$ cat src/rtl/decoder_n_scan.sv
// -----------------------------------------------------------------------------
// decoder_n_scan
//
// Registered N-to-2**N one-hot decoder with chip-select gating. It can also
// auto-scan: the asserted output bit walks upward from a start address and
// dwells DIV clock cycles on each value.
//
// Build option:
//   DECODER_N_SCAN_SCAN_EN  - when defined, the auto-scan logic is compiled in.
//                             When undefined, i_mode is ignored, o_wrap is
//                             tied low, and the block is a plain registered
//                             decoder.
//
// Parameters:
//   N    - address width (1..6); the output is 2**N bits wide
//   DIV  - clock cycles spent on each scan step (1..65535)
//
// Ports:
//   clk     - single clock, rising edge
//   rst_n   - asynchronous active-low reset
//   i_a     - static address, or scan start index on scan entry
//   i_cs    - chip select; the block is enabled only when i_cs == 3'b110
//   i_mode  - 0 = static decode, 1 = auto-scan
//   o_y     - registered one-hot decode, active high
//   o_idx   - registered index of the asserted o_y bit
//   o_wrap  - one-cycle pulse when the scan wraps from 2**N-1 to 0
// -----------------------------------------------------------------------------
module decoder_n_scan #(
   parameter int N   = 3,
   parameter int DIV = 4
) (
   input  logic            clk,
   input  logic            rst_n,
   input  logic [N-1:0]    i_a,
   input  logic [2:0]      i_cs,
   input  logic            i_mode,
   output logic [2**N-1:0] o_y,
   output logic [N-1:0]    o_idx,
   output logic            o_wrap
);

   localparam int         W      = 2**N;
   localparam logic [2:0] CS_EN  = 3'b110;

   logic          w_en;
   logic [W-1:0]  r_y;
   logic [N-1:0]  r_idx;

   assign w_en = (i_cs == CS_EN);

   function automatic logic [W-1:0] onehot(input logic [N-1:0] v);
      onehot    = '0;
      onehot[v] = 1'b1;
   endfunction

`ifdef DECODER_N_SCAN_SCAN_EN

   localparam int            PW         = (DIV > 1) ? $clog2(DIV) : 1;
   localparam logic [PW-1:0] PRESC_LAST = PW'(DIV - 1);
   localparam logic [N-1:0]  IDX_LAST   = N'(W - 1);

   // S_IDLE covers static decode and the disabled state; leaving S_SCAN for
   // either one makes the next enabled mode=1 sample a fresh scan entry.
   typedef enum logic {
      S_IDLE,
      S_SCAN
   } state_t;

   state_t         r_state;
   logic [PW-1:0]  r_presc;
   logic [N-1:0]   r_scan_idx;
   logic           r_wrap;
   logic [N-1:0]   w_next_idx;

   // Natural N-bit overflow provides the modulo-2**N wrap.
   assign w_next_idx = r_scan_idx + N'(1);

   // NOTE: sequential state uses non-blocking assignments so every register
   // samples the pre-edge values of its neighbours, independent of order.
   always_ff @(posedge clk or negedge rst_n) begin
      if (!rst_n) begin
         // NOTE: reset is asynchronous, so the outputs clear (and any scan in
         // progress is abandoned) without waiting for a clock edge.
         r_state    <= S_IDLE;
         r_presc    <= '0;
         r_scan_idx <= '0;
         r_y        <= '0;
         r_idx      <= '0;
         r_wrap     <= 1'b0;
      end else if (!w_en) begin
         // Disabled: blank the output, freeze index and prescaler.
         r_state <= S_IDLE;
         r_y     <= '0;
         r_wrap  <= 1'b0;
      end else if (i_mode) begin
         if (r_state != S_SCAN) begin
            // Scan entry: restart from the current address.
            r_state    <= S_SCAN;
            r_presc    <= '0;
            r_scan_idx <= i_a;
            r_y        <= onehot(i_a);
            r_idx      <= i_a;
            r_wrap     <= 1'b0;
         end else if (r_presc == PRESC_LAST) begin
            r_presc    <= '0;
            r_scan_idx <= w_next_idx;
            r_y        <= onehot(w_next_idx);
            r_idx      <= w_next_idx;
            r_wrap     <= (r_scan_idx == IDX_LAST);
         end else begin
            r_presc <= r_presc + PW'(1);
            r_wrap  <= 1'b0;
         end
      end else begin
         // Static decode; the scan index is left alone since re-entry
         // reloads it from i_a anyway.
         r_state <= S_IDLE;
         r_presc <= '0;
         r_y     <= onehot(i_a);
         r_idx   <= i_a;
         r_wrap  <= 1'b0;
      end
   end

   assign o_wrap = r_wrap;

`else

   // Scan is not built: mode has no effect.
   logic w_unused_mode;
   assign w_unused_mode = i_mode;

   always_ff @(posedge clk or negedge rst_n) begin
      if (!rst_n) begin
         r_y   <= '0;
         r_idx <= '0;
      end else if (!w_en) begin
         r_y <= '0;
      end else begin
         r_y   <= onehot(i_a);
         r_idx <= i_a;
      end
   end

   assign o_wrap = 1'b0;

`endif

   assign o_y   = r_y;
   assign o_idx = r_idx;

endmodule
$ cat config.mk
export PLATFORM = sky130hd
export DESIGN_NAME = decoder_n_scan
export DESIGN_NICKNAME = d
export VERILOG_FILES = /design/src/rtl/decoder_n_scan.sv
export SDC_FILE = /design/constraint.sdc
export NUM_CORES = 1
export LEC_CHECK = 0
export ABC_AREA = 1
export CORE_MARGIN = 2
export CORE_UTILIZATION = 34
export DETAILED_ROUTE_END_ITERATION = 6
export PLACE_DENSITY_LB_ADDON = 0.25
export REMOVE_ABC_BUFFERS = 1
export SETUP_SLACK_MARGIN = 0.3
export SLEW_MARGIN = 5
export SYNTH_ARGS = -nofsm -noshare
export SYNTH_HDL_FRONTEND = slang
export SYNTH_SLANG_ARGS = --single-unit
$ cat constraint.sdc
create_clock -name clk -period 0.8 [get_ports clk]
set_clock_uncertainty 0.1 [all_clocks]
set_input_delay 0.16 -clock clk [delete_from_list [all_inputs] [get_ports clk]]
set_output_delay 0.16 -clock clk [all_outputs]
set_load 0.03 [all_outputs]
[After elaboration in Yosys (flattened, before gate mapping)]
Index checks and enable logic that the tools add are counted.
Storage, ports and cells
  bits in registers: 11
  output and inout port bits: 12
Cells by class
  order comparisons: 2
  equal/unequal tests: 1
  muxes and demuxes: 3
  reduce and logical (&&, ||, !) cells: 1
Operator list (number)
  two-way mux 8 bit: 1
  less-than comparator 3 x 4 -> 1 bit (second input constant): 1
  demux 1 bit (select 3 bit): 1
  == test 3 bit (second input constant): 1
  greater-or-equal comparator 3 x 1 -> 1 bit (second input constant): 1
  logical AND 1 bit: 1
  two-way mux 1 bit: 1

[Longest topological paths before layout]
Gate-level depths: netlist (run 1).
  depth after elaboration: 5
  depth in mapped cells: 5
  mapped depth without buffers: 4

[Worst setup path before layout (run 1)]
No wires, ideal clock.
  kind: reg2reg
  start point: register, netlist name o_idx[0]
  end point: register r_idx[0] (netlist: o_idx[0])
  library setup time: 0.118 ns
  arrival time: 0.611 ns
  required time: 0.582 ns
  slack: -0.029 ns
  stages on the path, launching flop included: 3
  buffers on the path: 0
  clock period less this slack: 0.829 ns
  cell sequence: dfrtp_1 nand2_1 nand2_1
RTL lines
  end signal, assigned: RTL line 141  | r_idx <= i_a;
  end, declared: RTL line 47  | logic [N-1:0] r_idx;

[Worst setup path in the final report (run 1)]
  start point: register r_idx[0] (netlist: o_idx[0])
  end point: output o_idx[0]
RTL lines
  end, declared: RTL line 38  | output logic [N-1:0] o_idx,
No word-level cell between the ends.

==> results.json, run 1 <==
{
  "cts_tree": "done",
  "regArea_um2": 275,
  "holdWs_ps": 62.2,
  "fp-row-count": 13,
  "setup_slack_ps": -246,
  "ios": 21,
  "outcome": "finished with violations",
  "synth-simple-area-share_pct": 30.9,
  "dp_hpwl_um": 641,
  "viasPerCell": 4.28,
  "antenna_found_initial": 0,
  "worstPathMaxFanout": 2,
  "violations": "negative setup slack",
  "crit_chain": "buf_6",
  "setup_violations": 11,
  "ir_worst_vdd_mv": 0.838,
  "gp_routability_congestion": 0.774,
  "ctsHoldBuffers": 0,
  "cts_buffer_depth": 2,
  "dpl.cell_count": 84,
  "area_growth_pct": 73.2,
  "grt_pass1_vias": 342,
  "synth_compound_area_share_pct": 0,
  "cts.reportedPaths.clkPinSlew_ps": 70,
  "synth_cells": 45,
  "crit_family": "flip-flops",
  "cp_slowest_cell": "dfrtp_1",
  "numCtsBuffers": 3,
  "multi_input_area_um2": 174,
  "wl_per_cell_um": 9.18,
  "ys_types": 11,
  "yosys_warnings": 0,
  "leakage_uw": 0.000383,
  "fin_nets": 83,
  "synth_top_cell_by_area": "dfrtp_1",
  "critical_path_buf_inv_count": 1,
  "grt_use_total_pct": 12.2,
  "drc": 0,
  "crit_type": "flip-flop to output pin",
  "nFillCells": 115,
  "syn_area_per_cell_um2": 10.1,
  "crit_required_ps": 540,
  "synth-seq-cells": 11,
  "portBuffers": 18,
  "final_hold_viol_count": 0,
  "vias": 377,
  "synth_fa_ha_area_share_pct": 0,
  "synth.area.top_cells": "dfrtp_1 (61%), nor2_2 (9.7%), nand3_1 (6.6%)",
  "drt-pass1-iter-count": 2,
  "die_h_um": 40.5,
  "ys_seq_area_share_pct": 60.8,
  "htree_num_levels": 1,
  "hold_path.class": "primary input to flip-flop",
  "cp-start-kind": "flip-flop",
  "synth_xor_area_share_pct": 0,
  "drt-initial-drc-count": 6,
  "max_freq_mhz": 956,
  "grt_max_degree": 12,
  "critPathArrivalTime_ps": 790,
  "period_minus_slack_ps": 1050,
  "antenna_cells": 0,
  "start_util_pct": 35.7,
  "synth_top_family_by_area": "simple AND/OR/NAND/NOR gates",
  "drv_cap": 0,
  "post-route-period-util_pct": 131,
  "drv_slew": 0,
  "endpoint_kind": "output pin",
  "grt_pass1_wl_mm": 1.30,
  "cts-root-buf": "clkbuf_4",
  "clk_latency_ps": 250,
  "coreArea_um2": 1270,
  "synthMuxAreaShare_pct": 0,
  "die_x_um": 40.5,
  "max_stage_delay_ps": 390,
  "grt.overflow.total": 0,
  "power.density_nw_per_um2": 1610,
  "synth_top_cell_area_share_pct": 60.8,
  "grt_setup_unrepaired": "yes",
  "cts.sinks": 11,
  "synth_area_um2": 453,
  "drive_above_1_share_pct": 58.9,
  "ant_nets": 0,
  "dieArea_um2": 1640,
  "finalWirelength_um": 808,
  "layout.cells.non_filler": 88
}
layout by cell type (no fill, tap or decap):
cell and count:
buf_2 2, nand3_1 5, inv_4 1, nand2_2 1, nand3_2 1, nor2_2 7
buf_6 18, clkbuf_4 3, clkbuf_1 1, clkdlybuf4s50_1 1, nor2_4 2, dfrtp_1 11
nand2_1 7, inv_2 2, nand3_4 1, conb_1 1, buf_4 4, nand4_1 3
buf_12 1, inv_1 1
sequential cells by signal, indices dropped and copies added, names as in the netlist:
signal,cells
o_y,8
o_idx,3
synthesized netlist by cell type:
master,count
buf_4,1
nor2_1,2
nor2_2,7
nand3_2,1
inv_1,4
nand3_1,6
nand2_1,8
dfrtp_1,11
nand4_1,3
buf_6,1
conb_1,1
where the power goes:
| group | internal (uW) | switching [uW] | total [uW] |
|---|---|---|---|
| combinational | 136 | 160 | 296 |
| clock | 192 | 171 | 363 |
| sequential | 584 | 17.8 | 602 |
| total | 912 | 349 | 1260 |
metal layers:
layer	vias to the layer above	wire length, um	GRT usage (%)	share of wire [%]
li1	198	-	-	-
met4	0	0	5.00	0
met1	165	320	13.8	40
met5	-	0	0	0
met3	0	56	3.33	6.9
met2	14	432	21.4	53
worst reg2reg max path, delay by kind of cell (launching register included):
kind / cells / cell delay, ps
simple gates: 2 / 100
flops: 1 / 390
layout make-up:
type | count | share of cell area (%)
tap | 15 | 2.39
sequential | 11 | 35.1
multi-input combinational | 28 | 22.2
timing repair buffer | 26 | 34.8
inverter | 4 | 2.23
clock buffer | 4 | 3.35
logic make-up (layout without fill, tap and decap cells):
family / after synthesis / count (layout)
and+or+nand+nor: 27 / 27
other: 1 / 1
DFF: 11 / 11
buffers and inverters: 6 / 34
metrics by stage:
stage | cell area, um^2 | utilization, % | power (uW) | TNS (ps) | worst slack [ps]
6_report | 785 | 61.8 | 1260 | -2520 | -246
4_1_cts | 759 | 59.9 | 1260 | -2600 | -256
2_1_floorplan | 434 | - | 720 | -96.4 | -32.1
3_3_place_gp | 678 | 53.5 | 866 | -4700 | -452
3_5_place_dp | 678 | 53.5 | 869 | -4900 | -468
5_1_grt | 785 | 61.8 | 1330 | -2860 | -280
worst paths after layout:
kind | startpoint | to | slack [ps] | cells after the start
worst max-delay path | o_idx[0]$_DFFE_PN0N_ | o_idx[0] | -250 | 1
worst min-delay path | i_a[2] | o_y[0]$_DFF_PN0_ | 60 | 4
worst max register to register | o_idx[1]$_DFFE_PN0N_ | o_idx[1]$_DFFE_PN0N_ | 100 | 2
worst min register to register | o_idx[0]$_DFFE_PN0N_ | o_idx[0]$_DFFE_PN0N_ | 390 | 2
max in group asynchronous | rst_n | o_idx[2]$_DFFE_PN0N_ | 370 | 2
min in group asynchronous | rst_n | o_y[0]$_DFF_PN0_ | 120 | 2
repair_timing:
action,CTS,global route
endpoints found under the hold margin,0,0
buffers inserted,0,0
pin swaps,12,2
gates resized for setup,47,9
setup endpoints to repair,22,22
Note: power is estimated with default switching activity, not from simulation.
==> run 2, diff against run 1 <==
--- a/config.mk
+++ b/config.mk
@@ -5,9 +5,8 @@
 export SDC_FILE = /design/constraint.sdc
 export NUM_CORES = 1
 export LEC_CHECK = 0
-export ABC_AREA = 1
 export CORE_MARGIN = 2
-export CORE_UTILIZATION = 34
+export CORE_UTILIZATION = 33
 export DETAILED_ROUTE_END_ITERATION = 6
 export PLACE_DENSITY_LB_ADDON = 0.25
 export REMOVE_ABC_BUFFERS = 1
==> results.json, run 2 <==
{
  "period_minus_slack_ps": 1080,
  "p_sw_uw": 388,
  "wl_per_cell_um": 14.3,
  "largest_reg_flops": 8,
  "p_sw_share_pct": 28.0,
  "nFillCells": 103,
  "critPathArrivalTime_ps": 820,
  "hp-start": "i_a[2]",
  "drive_above_1_share_pct": 71.2,
  "fp-row-count": 13,
  "synth_top_cell_area_share_pct": 63.6,
  "synth.area.top_cells": "dfrtp_1 (64%), mux2_4 (10%), nand3b_4 (4.6%)",
  "cp_slowest_cell": "dfrtp_1",
  "dieArea_um2": 1620,
  "drv_cap": 0,
  "crit_chain": "buf_6",
  "ant_nets": 0,
  "final_util_pct": 63.5,
  "synthTopCellsByCount": "dfrtp_1 (11), nor2_1 (4), mux2_4 (3)",
  "gp_routability_congestion": 0.803,
  "grt_pass1_vias": 337,
  "max_stage_delay_ps": 410,
  "ios": 21,
  "post-route-period-util_pct": 135,
  "clk_latency_ps": 260,
  "ys_types": 13,
  "worstReg2RegEnd": "o_idx[1]$_DFFE_PN0N_",
  "synth-edff-count": 0,
  "drt-pass1-iter-count": 4,
  "leakage_uw": 0.000390,
  "coreArea_um2": 1270,
  "drt-initial-drc-count": 2,
  "outcome": "finished with violations",
  "antenna_found_initial": 0,
  "endpoint_kind": "output pin",
  "hold_path.class": "primary input to flip-flop",
  "hold_depth": 2,
  "final_common_cell": "buf_6",
  "area_growth_pct": 86.1,
  "synth_cells": 31,
  "setup_slack_ps": -279,
  "htree_num_levels": 1,
  "layout_common_cells": "buf_6 (16), dfrtp_1 (11), clkbuf_4 (4)",
  "yosys_warnings": 0,
  "cts_tree": "done",
  "finalWirelength_mm": 1.06,
  "combPwrFrac_pct": 28.5,
  "final_hold_viol_count": 0,
  "synth_top_cell_by_area": "dfrtp_1",
  "grt_pass1_wl_mm": 1.44,
  "drc": 0,
  "crit_family": "flip-flops",
  "r2r_start": "o_idx[1]$_DFFE_PN0N_",
  "drv_slew": 0,
  "vias": 349,
  "yosysMostFrequentCell": "dfrtp_1",
  "synth-seq-cells": 11,
  "cts_buffer_depth": 2,
  "worstPathMaxFanout": 2,
  "die_h_um": 40.2,
  "power.density_nw_per_um2": 1720,
  "grt_max_degree": 12,
  "synth_area_um2": 433,
  "cp-start-kind": "flip-flop",
  "ctsHoldBuffers": 0,
  "violations": "negative setup slack",
  "clock_power_share_pct": 27.1,
  "crit_required_ps": 540,
  "layout.cells.non_filler": 74,
  "ir_worst_vdd_mv": 0.906,
  "portBuffers": 18,
  "fin_nets": 69,
  "ys_seq_area_share_pct": 63.6,
  "seq_power_share_pct": 44.4,
  "min_to": "o_idx[2]$_DFFE_PN0N_",
  "setup_violations": 14,
  "syn_area_per_cell_um2": 14.0,
  "p_int_uw": 997,
  "grt_setup_unrepaired": "yes",
  "r2r_setup_slack_ps": -200,
  "cts.sinks": 11,
  "viasPerCell": 4.72,
  "crit_type": "flip-flop to output pin",
  "ys.flop_type": "dfrtp_1",
  "numCtsBuffers": 3,
  "grt.overflow.total": 0,
  "grt_use_total_pct": 14.2,
  "start_util_pct": 34.1,
  "critical_path_buf_inv_count": 1,
  "max_freq_mhz": 927,
  "die_x_um": 40.2,
  "cts.reportedPaths.clkPinSlew_ps": 80,
  "worst_r2r_path_depth": 2,
  "dpl.cell_count": 67,
  "cts-root-buf": "clkbuf_4",
  "antenna_cells": 0,
  "synthArstFlopShare_pct": 100
}
[run 2: power by group through the flow]
stage / Clock (uW) / Sequential (uW) / Combinational [uW]
floorplan: 0 / 681 / 72.9
global placement: 0 / 616 / 280
detailed placement: 0 / 621 / 287
CTS: 365 / 613 / 369
global route: 401 / 618 / 414
finish: 375 / 616 / 395
[run 2: per-stage QoR]
stage	TNS (ps)	total power, uW	hold slack (ps)	setup WS [ps]	instance area [um^2]
finish	-3220	1390	30.1	-279	806
detailed placement	-5420	908	397	-563	639
global placement	-5240	897	396	-536	639
floorplan	-538	754	-236	-179	425
global route	-3470	1430	32.0	-290	806
CTS	-3210	1350	30.1	-266	758
[run 2: final cells by class]
type                            instances  area (um^2)  area share (%)
Multi-Input combinational cell         19          223            27.6
Sequential cell                        11          275            34.2
Clock buffer                            4         26.3            3.26
Timing Repair Buffer                   25          263            32.6
Tap cell                               15         18.8            2.33
[run 2: routing by layer]
| metal | up-vias | routed length (um) | global-route usage, % |
|---|---|---|---|
| met1 | 171 | 355 | 14.0 |
| met3 | 0 | 74 | 3.33 |
| met4 | 0 | 0 | 10.0 |
| li1 | 163 | - | - |
| met5 | - | 0 | 0 |
| met2 | 15 | 627 | 25.8 |
[run 2: cell families after synthesis]
kind of cell / synth area share, %
mux: 10.4
buf+inv: 1.73
other cells: 0.866
simple gates: 23.4
flops: 63.6
[run 2: worst max path at each step]
stage / start / to / slack [ps] / depth (start not counted)
2_1_floorplan: o_idx[0]$_DFFE_PN0N_ / o_idx[0]$_DFFE_PN0N_ / -180 / 1
3_3_place_gp: i_cs[2] / o_idx[1]$_DFFE_PN0N_ / -540 / 3
3_5_place_dp: i_cs[2] / o_idx[1]$_DFFE_PN0N_ / -560 / 3
4_1_cts: o_idx[1]$_DFFE_PN0N_ / o_idx[1] / -270 / 1
5_1_grt: o_idx[0]$_DFFE_PN0N_ / o_idx[0] / -290 / 1
6_report: o_idx[0]$_DFFE_PN0N_ / o_idx[0] / -280 / 1
[run 2: repair_timing]
action	CTS	global route
setup endpoints to repair	22	22
setup buffers	3	0
resized for setup	47	9
pin swaps	4	1
gates cloned	0	0
endpoints found under the hold margin	0	0
